===== src/rtl/word_round_ctrl.sv =====
// word_round_ctrl: round sequencer for the typing game.
// Latches a target word, presents one target character at a time, checks
// each accepted keystroke, keeps a revealed-character buffer ('-' for hidden
// positions), counts strikes (wrong keys and per-character timeouts) and ends
// the round in WIN or LOSE. Every output comes straight from a register.
module word_round_ctrl #(
   parameter int WORD_LEN       = 4,
   parameter int MAX_WRONG      = 3,
   parameter int TIMEOUT_CYCLES = 100000000
) (
   input  logic                  clk,
   input  logic                  rst,
   input  logic                  start,
   input  logic [7*WORD_LEN-1:0] target_word,
   input  logic                  key_valid,
   input  logic [6:0]            key_ascii,
   output logic [6:0]            selection,
   output logic [2:0]            pos,
   output logic [7*WORD_LEN-1:0] revealed,
   output logic [3:0]            wrong_cnt,
   output logic                  busy,
   output logic                  win,
   output logic                  lose,
   output logic                  done
);

   localparam int              WB         = 7 * WORD_LEN;
   localparam int              TW         = (TIMEOUT_CYCLES > 2) ? $clog2(TIMEOUT_CYCLES) : 1;
   localparam logic [TW-1:0]   TIMER_LAST = TW'(TIMEOUT_CYCLES - 1);
   localparam logic [2:0]      POS_LAST   = 3'(WORD_LEN - 1);
   localparam logic [3:0]      WRONG_MAX  = 4'(MAX_WRONG);
   localparam logic [6:0]      DASH       = 7'h2D;
   localparam logic [WB-1:0]   DASH_WORD  = {WORD_LEN{DASH}};

   typedef enum logic [2:0] {
      ST_IDLE     = 3'd0,
      ST_WAIT_KEY = 3'd1,
      ST_CHECK    = 3'd2,
      ST_WIN      = 3'd3,
      ST_LOSE     = 3'd4
   } state_t;

   // Pick character idx out of a packed word (char 0 in the low bits).
   function automatic logic [6:0] char_at(input logic [WB-1:0] word, input logic [2:0] idx);
      logic [6:0] ch;
      ch = 7'h00;
      for (int i = 0; i < WORD_LEN; i++) begin
         if (idx == 3'(i)) begin
            ch = word[7*i +: 7];
         end else begin
            ch = ch;
         end
      end
      return ch;
   endfunction

   // Return word with character idx replaced by ch.
   function automatic logic [WB-1:0] set_char(input logic [WB-1:0] word, input logic [2:0] idx,
                                              input logic [6:0] ch);
      logic [WB-1:0] w;
      w = word;
      for (int i = 0; i < WORD_LEN; i++) begin
         if (idx == 3'(i)) begin
            w[7*i +: 7] = ch;
         end else begin
            w[7*i +: 7] = word[7*i +: 7];
         end
      end
      return w;
   endfunction

   // Registered state
   state_t          state_r;
   logic [WB-1:0]   word_r;
   logic [6:0]      key_r;
   logic [TW-1:0]   timer_r;
   logic [2:0]      pos_r;
   logic [3:0]      wrong_r;
   logic [WB-1:0]   revealed_r;
   logic [6:0]      selection_r;
   logic            busy_r;
   logic            win_r;
   logic            lose_r;
   logic            done_r;

   // Next-state values
   state_t          state_s;
   logic [WB-1:0]   word_s;
   logic [6:0]      key_s;
   logic [TW-1:0]   timer_s;
   logic [2:0]      pos_s;
   logic [3:0]      wrong_s;
   logic [WB-1:0]   revealed_s;
   logic [6:0]      selection_s;
   logic            busy_s;
   logic            win_s;
   logic            lose_s;
   logic            done_s;
   logic            strike_s;
   logic [3:0]      wrong_inc_s;

   // Next-state logic: round sequencing, key checking, strikes and timeouts.
   always_comb begin
      state_s     = state_r;
      word_s      = word_r;
      key_s       = key_r;
      timer_s     = timer_r;
      pos_s       = pos_r;
      wrong_s     = wrong_r;
      revealed_s  = revealed_r;
      strike_s    = 1'b0;
      // Saturating increment so the strike counter can never wrap.
      if (wrong_r < WRONG_MAX) begin
         wrong_inc_s = wrong_r + 4'd1;
      end else begin
         wrong_inc_s = WRONG_MAX;
      end

      case (state_r)
         ST_IDLE, ST_WIN, ST_LOSE: begin
            if (start) begin
               word_s     = target_word;
               revealed_s = DASH_WORD;
               pos_s      = 3'd0;
               wrong_s    = 4'd0;
               timer_s    = '0;
               state_s    = ST_WAIT_KEY;
            end else begin
               state_s    = state_r;
            end
         end
         ST_WAIT_KEY: begin
            // A key in the timeout cycle wins over the timeout.
            if (key_valid) begin
               key_s   = key_ascii;
               timer_s = '0;
               state_s = ST_CHECK;
            end else if (timer_r == TIMER_LAST) begin
               timer_s  = '0;
               strike_s = 1'b1;
            end else begin
               timer_s  = timer_r + TW'(1);
            end
         end
         ST_CHECK: begin
            if (key_r == char_at(word_r, pos_r)) begin
               revealed_s = set_char(revealed_r, pos_r, key_r);
               if (pos_r == POS_LAST) begin
                  state_s = ST_WIN;
               end else begin
                  pos_s   = pos_r + 3'd1;
                  state_s = ST_WAIT_KEY;
               end
            end else begin
               strike_s = 1'b1;
            end
         end
         default: begin
            state_s = ST_IDLE;
         end
      endcase

      // Common strike handling for mismatches and timeouts.
      if (strike_s) begin
         wrong_s = wrong_inc_s;
         if (wrong_inc_s == WRONG_MAX) begin
            revealed_s = word_r;
            state_s    = ST_LOSE;
         end else begin
            state_s    = ST_WAIT_KEY;
         end
      end else begin
         wrong_s = wrong_s;
      end

      busy_s      = (state_s == ST_WAIT_KEY) || (state_s == ST_CHECK);
      selection_s = busy_s ? char_at(word_s, pos_s) : DASH;
      win_s       = (state_s == ST_WIN);
      lose_s      = (state_s == ST_LOSE);
      done_s      = (win_s && (state_r != ST_WIN)) || (lose_s && (state_r != ST_LOSE));
   end

   // State and output registers with synchronous reset.
   always_ff @(posedge clk) begin
      if (rst) begin
         state_r     <= ST_IDLE;
         word_r      <= '0;
         key_r       <= 7'h00;
         timer_r     <= '0;
         pos_r       <= 3'd0;
         wrong_r     <= 4'd0;
         revealed_r  <= DASH_WORD;
         selection_r <= DASH;
         busy_r      <= 1'b0;
         win_r       <= 1'b0;
         lose_r      <= 1'b0;
         done_r      <= 1'b0;
      end else begin
         state_r     <= state_s;
         word_r      <= word_s;
         key_r       <= key_s;
         timer_r     <= timer_s;
         pos_r       <= pos_s;
         wrong_r     <= wrong_s;
         revealed_r  <= revealed_s;
         selection_r <= selection_s;
         busy_r      <= busy_s;
         win_r       <= win_s;
         lose_r      <= lose_s;
         done_r      <= done_s;
      end
   end

   assign selection = selection_r;
   assign pos       = pos_r;
   assign revealed  = revealed_r;
   assign wrong_cnt = wrong_r;
   assign busy      = busy_r;
   assign win       = win_r;
   assign lose      = lose_r;
   assign done      = done_r;

endmodule


===== config.mk =====
export PLATFORM = sky130hd
export DESIGN_NAME = word_round_ctrl
export DESIGN_NICKNAME = d
export VERILOG_FILES = /design/src/rtl/word_round_ctrl.sv
export SDC_FILE = /design/constraint.sdc
export NUM_CORES = 1
export LEC_CHECK = 0
export BUFFER_PORTS_ARGS = -buffer_cell sky130_fd_sc_hd__buf_4
export CAP_MARGIN = 30
export CORE_MARGIN = 4
export CORE_UTILIZATION = 30
export DETAILED_ROUTE_END_ITERATION = 6
export PLACE_DENSITY = 0.54
export SYNTH_ARGS = -nofsm -noshare
export SYNTH_HDL_FRONTEND = slang
export SYNTH_SLANG_ARGS = --single-unit

===== constraint.sdc =====
create_clock -name clk -period 3.33 [get_ports clk]
set_clock_uncertainty 0.1 [all_clocks]
set_input_delay 0.1665 -clock clk [delete_from_list [all_inputs] [get_ports clk]]
set_output_delay 0.1665 -clock clk [all_outputs]
set_load 0.03 [all_outputs]

==> run_results.csv, run 1 <==
group,metric,value,unit
status,status,"completed",
routing,drtIter0Drc,454,
setup_path,reg2reg_to,"selection[5]",
final_layout,final_cell_mix,"169 x buf_4, 117 x nor2_1, 109 x dfxtp_1",
setup_path,critPathCapture,"selection[5]",
logic_synthesis,synth_nets,783,
setup_path,path_common_cell,"buf_4",
sta,drv_slew,0,
sta,tightestPinTransition,708,ps
global_route,grt_first_pass_wirelength,32.1,mm
setup_path,worst-path-stages,13,
routing,wl,20.8,mm
setup_path,crit_path_top_delay_cell,"or4_4",
global_route,antenna_found_initial,0,
global_route,overflow,0,
setup_path,worstReg2RegStart,"pos[0]",
power,totalPowerFinal,3220,uW
power,power_density,388,nW/um2
setup_path,end_kind,"flip-flop",
final_layout,fin_area,8300,um2
logic_synthesis,synth-async-reset-ratio,0,
setup_path,critPathArrivalTime,3450,ps
routing,viasPerCell,5.10,
clock_tree,clkTransAtPathRegs,80,ps
setup_path,crit_type,"reg2reg",
sta,fmax,0.304,GHz
routing,route.detailed.drc,0,
clock_tree,cts.htree.levels,3,
placement,gp_congestion,0.955,
logic_synthesis,synth_area,5940,um2
sta,hold_viol_final,0,
final_layout,diodes,0,
sta,setup_violations,0,
clock_tree,cts_tree,"yes",
setup_path,critical-path-top-delay-family,"simple AND/OR/NAND/NOR gates",
die,die_w,149,um
setup_path,worstPathRequired,3480,ps
die,num_rows,51,
sta,slew_headroom,0.526,
sta,fin_tns_setup,0,ps
setup_path,r2r_slack,40,ps
placement,dp_hpwl,15.5,mm
die,die_height,149,um
final_layout,drive_above_1_share,0.275,
final_layout,instances_no_fill,1189,
placement,dp_cells,1129,
setup_path,rr_worst_depth,13,
worst_hold_path,hold_path_class,"in2reg",
job,maxCapViolCount,0,
sta,timing.final.crit_share,0.989,
clock_tree,cts-root-buf,"clkbuf_16",
final_layout,mostFrequentLayoutCell,"buf_4",
routing,vias,6065,
clock_tree,cts.sinks,111,
die,num_io_pins,85,
logic_synthesis,netlist_instances,738,
global_route,grt_max_degree,37,
logic_synthesis,syn_avg_cell_area,8.05,um2
routing,postRouteAntennaNets,0,
logic_synthesis,synth_seq_cells,111,
final_layout,n_fill_cell,1976,
power,p_leak,0.00335,uW
power,ir_drop,0.249,mV
setup_path,cp_num_buf_inv,3,
die,die-area,22100,um2
logic_synthesis,synth_cell_types,75,
setup_path,slowest_delay,530,ps
setup_path,worst-path-max-fanout,4,
placement,place_area,7420,um2
logic_synthesis,synth_edf_count,0,
global_route,grt_usage,0.185,
logic_synthesis,ys.flop_type,"dfxtp_1",
placement,io_buffers,84,
sta,rsz0062_at_grt,"true",
logic_synthesis,ys_seq_area_frac,0.374,
routing,first_pass_iters,5,
die,start_util,0.305,
setup_path,cp_cell_sequence,"buf_4, ha_2, nand2b_1, and4_1, a41o_1, or4_4, buf_4, nor3_4, buf_4, a31oi_1, o2bb2a_2, o21a_1, a211o_1",
final_layout,final_nets,964,
clock_tree,numCtsBuffers,9,
sta,period_minus_slack,3290,ps
routing,wire_per_inst,17.5,um
die,core-area,19500,um2
final_layout,area_growth,39.7,%
sta,holdWs,24.0,ps
clock_tree,cts_max_path_buffers,2,
setup_path,start_kind,"flip-flop",
worst_hold_path,whs_path_depth,3,
global_route,grt_pass1_vias,5725,
clock_tree,clk_latency,360,ps
logic_synthesis,ys_warn_count,0,
setup_path,startpoint,"pos[0]",
[where the power goes]
| part | total, uW | leakage, uW | internal [uW] | switching [uW] |
|---|---|---|---|---|
| Clock | 1060 | 0.000137 | 517 | 540 |
| Sequential | 1440 | 0.000905 | 1380 | 59.4 |
| Combinational | 728 | 0.00230 | 333 | 395 |
| Total | 3220 | 0.00335 | 2230 | 994 |
[per-layer routing]
metal	vias to the layer above	GRT usage	wire length [um]
li1	3003	-	-
met1	2850	0.278	10200
met2	185	0.268	8830
met3	27	0.0332	1320
met4	0	0.0568	410
met5	-	0	0
[state kept, by name (all words and copies together), names as in the netlist]
signal,flops
pos,3
state_r,3
wrong_cnt,4
busy,1
word_r,28
key_r,7
selection,7
win,1
revealed,28
lose,1
done,1
timer_r,27
[worst register-to-register path: stages, from the launching register on]
cell	delay, ps
dfxtp_4	390
buf_4	120
ha_2	200
nand2b_1	90
and4_1	180
a41o_1	210
or4_4	530
buf_4	170
nor3_4	220
buf_4	160
a31oi_1	120
o2bb2a_2	280
o21a_1	180
a211o_1	230
[Yosys cell counts, types with 3 or more instances]
cell | number | area [um2]
a211o_1 | 7 | 61.3
a211oi_1 | 5 | 37.5
a211oi_2 | 3 | 37.5
a21o_1 | 11 | 82.6
a21oi_1 | 42 | 210
a221oi_1 | 4 | 35.0
a311oi_1 | 6 | 52.6
a31oi_1 | 8 | 50.1
a32oi_1 | 4 | 35.0
and3_1 | 10 | 62.6
buf_2 | 10 | 50.1
buf_4 | 5 | 37.5
clkbuf_1 | 27 | 101
dfxtp_1 | 111 | 2220
ha_1 | 6 | 75.1
inv_1 | 16 | 60.1
mux2i_1 | 29 | 290
nand2_1 | 78 | 293
nand2b_1 | 7 | 43.8
nand3_1 | 29 | 145
nand3b_1 | 7 | 52.6
nand4_1 | 9 | 56.3
nor2_1 | 118 | 443
nor2b_1 | 9 | 56.3
nor3_1 | 22 | 110
nor3_4 | 3 | 48.8
nor4_1 | 5 | 31.3
nor4_4 | 3 | 63.8
o211a_1 | 4 | 40.0
o21ai_0 | 35 | 175
o21ai_1 | 11 | 55.1
o221ai_1 | 8 | 70.1
o22ai_1 | 5 | 31.3
o311ai_1 | 4 | 35.0
or3_1 | 6 | 37.5
xnor2_1 | 6 | 52.6
xor2_1 | 19 | 166
[cells by family after synthesis]
logic type	share of synthesized area
and+or+nand+nor	0.270
adders and majority gates	0.0126
muxes	0.0537
buffers and inverters	0.0451
DFF	0.374
xor gates and xnor gates	0.0369
AOI/OAI and AO/OA	0.207
[how the worst min path moves through the flow]
stage,startpoint,end,slack [ps]
after CTS,target_word[25],word_r[25],5
after global placement,key_ascii[4],key_r[4],300
after global routing,target_word[25],word_r[25],40
final,target_word[25],word_r[25],20
after floorplan,rst,state_r[1],140
after detailed placement,key_ascii[6],key_r[6],310
[what timing repair did]
item,CTS,global route
endpoints found under the hold margin,33,0
buffers inserted,4,7
endpoints found under the setup margin,16,37
gates resized for setup,15,38
pin swaps,5,18
hold buffers,33,0
[final cells by class]
cell class,instances,area [um2],share of cell area
inverters,17,68.8,0.00829
clock inverters,7,53.8,0.00648
flip-flops and latches,111,2230,0.269
repair buffers,214,1770,0.213
well taps,265,332,0.0399
multi-input cells,566,3620,0.436
clock buffers,9,225,0.0271
[per-stage QoR]
step | setup WS, ps | util
after floorplan | 7.83 | -
final | 36.0 | 0.426
after global routing | -66.6 | 0.426
after CTS | -0.862 | 0.417
after global placement | -233 | 0.381
after detailed placement | -206 | 0.381
(Power assumes the default switching activity.)
==> run 2: changes to the inputs <==
--- a/config.mk
+++ b/config.mk
@@ -7,10 +7,12 @@
 export LEC_CHECK = 0
 export BUFFER_PORTS_ARGS = -buffer_cell sky130_fd_sc_hd__buf_4
 export CAP_MARGIN = 30
+export CELL_PAD_IN_SITES_DETAIL_PLACEMENT = 0
+export CELL_PAD_IN_SITES_GLOBAL_PLACEMENT = 1
 export CORE_MARGIN = 4
 export CORE_UTILIZATION = 30
 export DETAILED_ROUTE_END_ITERATION = 6
-export PLACE_DENSITY = 0.54
+export PLACE_DENSITY = 0.62
 export SYNTH_ARGS = -nofsm -noshare
 export SYNTH_HDL_FRONTEND = slang
 export SYNTH_SLANG_ARGS = --single-unit
==> run 2 against run 1 <==
Against the previous run:
- combinational power down 4.3%
- wire length is 8.9% higher
- power increased by 1.1%
- flip-flop and latch count unchanged
- register-to-register slack better by 50 ps
- largest cell class unchanged
- largest power group unchanged
==> run_results.csv, run 2 (synthesized netlist as in run 1, its figures left out) <==
group,metric,value,unit
final_layout,drive_above_1_share,0.254,
routing,first_pass_iters,5,
final_layout,final_nets,948,
setup_path,startpoint,"pos[0]",
clock_tree,cts.htree.levels,3,
routing,vias,6198,
sta,holdWs,29.2,ps
sta,setup_violations,0,
routing,route.detailed.drc,0,
sta,slew_headroom,0.389,
status,status,"completed",
clock_tree,cts.sinks,111,
global_route,grt_max_degree,69,
setup_path,start_kind,"flip-flop",
worst_hold_path,hold_path_class,"in2reg",
setup_path,path_common_cell,"buf_4",
clock_tree,cts_max_path_buffers,2,
clock_tree,clk_latency,360,ps
setup_path,cp_num_buf_inv,4,
setup_path,critPathArrivalTime,3400,ps
global_route,overflow,0,
final_layout,area_growth,37.4,%
sta,period_minus_slack,3250,ps
final_layout,diodes,0,
placement,io_buffers,84,
die,die_height,149,um
routing,postRouteAntennaNets,0,
setup_path,worstPathRequired,3480,ps
die,die_w,149,um
setup_path,crit_type,"reg2reg",
sta,fmax,0.308,GHz
setup_path,critical-path-top-delay-family,"simple AND/OR/NAND/NOR gates",
sta,hold_viol_final,0,
clock_tree,clkTransAtPathRegs,80,ps
placement,dp_slack,-256,ps
placement,place_area,7350,um2
routing,wl,22.6,mm
worst_hold_path,min_to,"word_r[19]",
power,power_density,399,nW/um2
routing,viasPerCell,5.28,
sta,rsz0062_at_grt,"true",
setup_path,slowest_delay,590,ps
setup_path,r2r_slack,80,ps
sta,setup_slack,81.3,ps
sta,timing.final.crit_share,0.976,
setup_path,worstReg2RegStart,"pos[0]",
die,num_rows,51,
routing,wire_per_inst,19.3,um
final_layout,mostFrequentLayoutCell,"buf_4",
final_layout,n_fill_cell,1979,
setup_path,reg2reg_to,"selection[0]",
final_layout,fin_area,8160,um2
die,core-area,19500,um2
die,start_util,0.305,
routing,drtIter0Drc,410,
global_route,grt_first_pass_wirelength,34.9,mm
global_route,grt_usage,0.205,
global_route,antenna_found_initial,0,
sta,tightestPinTransition,913,ps
worst_hold_path,holdCritStartpoint,"target_word[19]",
setup_path,cp_cell_sequence,"inv_4, ha_4, buf_4, nand3b_1, a2111o_1, a21oi_1, or4_4, buf_4, or4_4, nand3_2, nor2_1, buf_4, a211o_1",
worst_hold_path,whs_path_depth,3,
power,ir_drop,0.232,mV
die,num_io_pins,85,
setup_path,worst-path-max-fanout,7,
die,die-area,22100,um2
clock_tree,cts-root-buf,"clkbuf_16",
placement,gp_congestion,0.963,
power,p_leak,0.00327,uW
final_layout,final_cell_mix,"157 x buf_4, 117 x nor2_1, 109 x dfxtp_1",
setup_path,crit_path_top_delay_cell,"or4_4",
sta,drv_slew,0,
job,maxCapViolCount,0,
clock_tree,cts_tree,"yes",
global_route,grt_pass1_vias,6178,
sta,fin_tns_setup,0,ps
setup_path,rr_worst_depth,13,
clock_tree,numCtsBuffers,9,
setup_path,end_kind,"flip-flop",
placement,dp_hpwl,17.3,mm
run 2: routing by layer:
layer	track usage	wire length [um]	up-vias
met2	0.332	10700	174
met1	0.272	10100	2991
met3	0.0329	1170	42
met4	0.0864	690	0
met5	0	0	-
li1	-	-	2991
run 2: how the worst max path moves through the flow:
stage,to,slack (ps),cells past startpoint
floorplan,selection[0],8,13
global placement,selection[3],-180,12
detailed placement,selection[6],-260,12
CTS,selection[2],30,12
global route,revealed[6],-20,12
finish,selection[0],80,13
run 2: final cells by class:
| class | instances | area, um2 | share of cell area |
|---|---|---|---|
| Sequential cell | 111 | 2230 | 0.273 |
| Multi-Input combinational cell | 566 | 3600 | 0.441 |
| Tap cell | 265 | 332 | 0.0406 |
| Inverter | 17 | 68.8 | 0.00843 |
| Clock inverter | 7 | 71.3 | 0.00874 |
| Clock buffer | 9 | 225 | 0.0276 |
| Timing Repair Buffer | 198 | 1640 | 0.201 |
run 2: worst register-to-register path, delay by kind of cell, from the launching register on:
kind                       cells  cell delay, ps
AOI/OAI and AO/OA              3             470
and+or+nand+nor                5            1440
adders and majority gates      1             180
buffers and inverters          4             530
DFF                            1             410
run 2: power breakdown:
group	total, uW	internal (uW)	switching, uW
logic	697	301	396
registers	1440	1380	59.3
clock network	1120	587	536
run 2: what timing repair did:
item,4_1_cts,5_1_grt
setup buffers,3,3
setup endpoints to repair,37,32
resized for setup,23,20
hold endpoints to repair,31,0
hold buffers,31,0
pin swaps,5,10
run 2: metrics by stage:
| stage | util | std cells | power [uW] |
|---|---|---|---|
| final | 0.419 | 1173 | 3260 |
| after global routing | 0.419 | 1173 | 3390 |
| after CTS | 0.414 | 1170 | 3280 |
| after detailed placement | 0.378 | 1120 | 2110 |
| after global placement | 0.378 | 1120 | 2100 |
| after floorplan | - | 738 | 1820 |
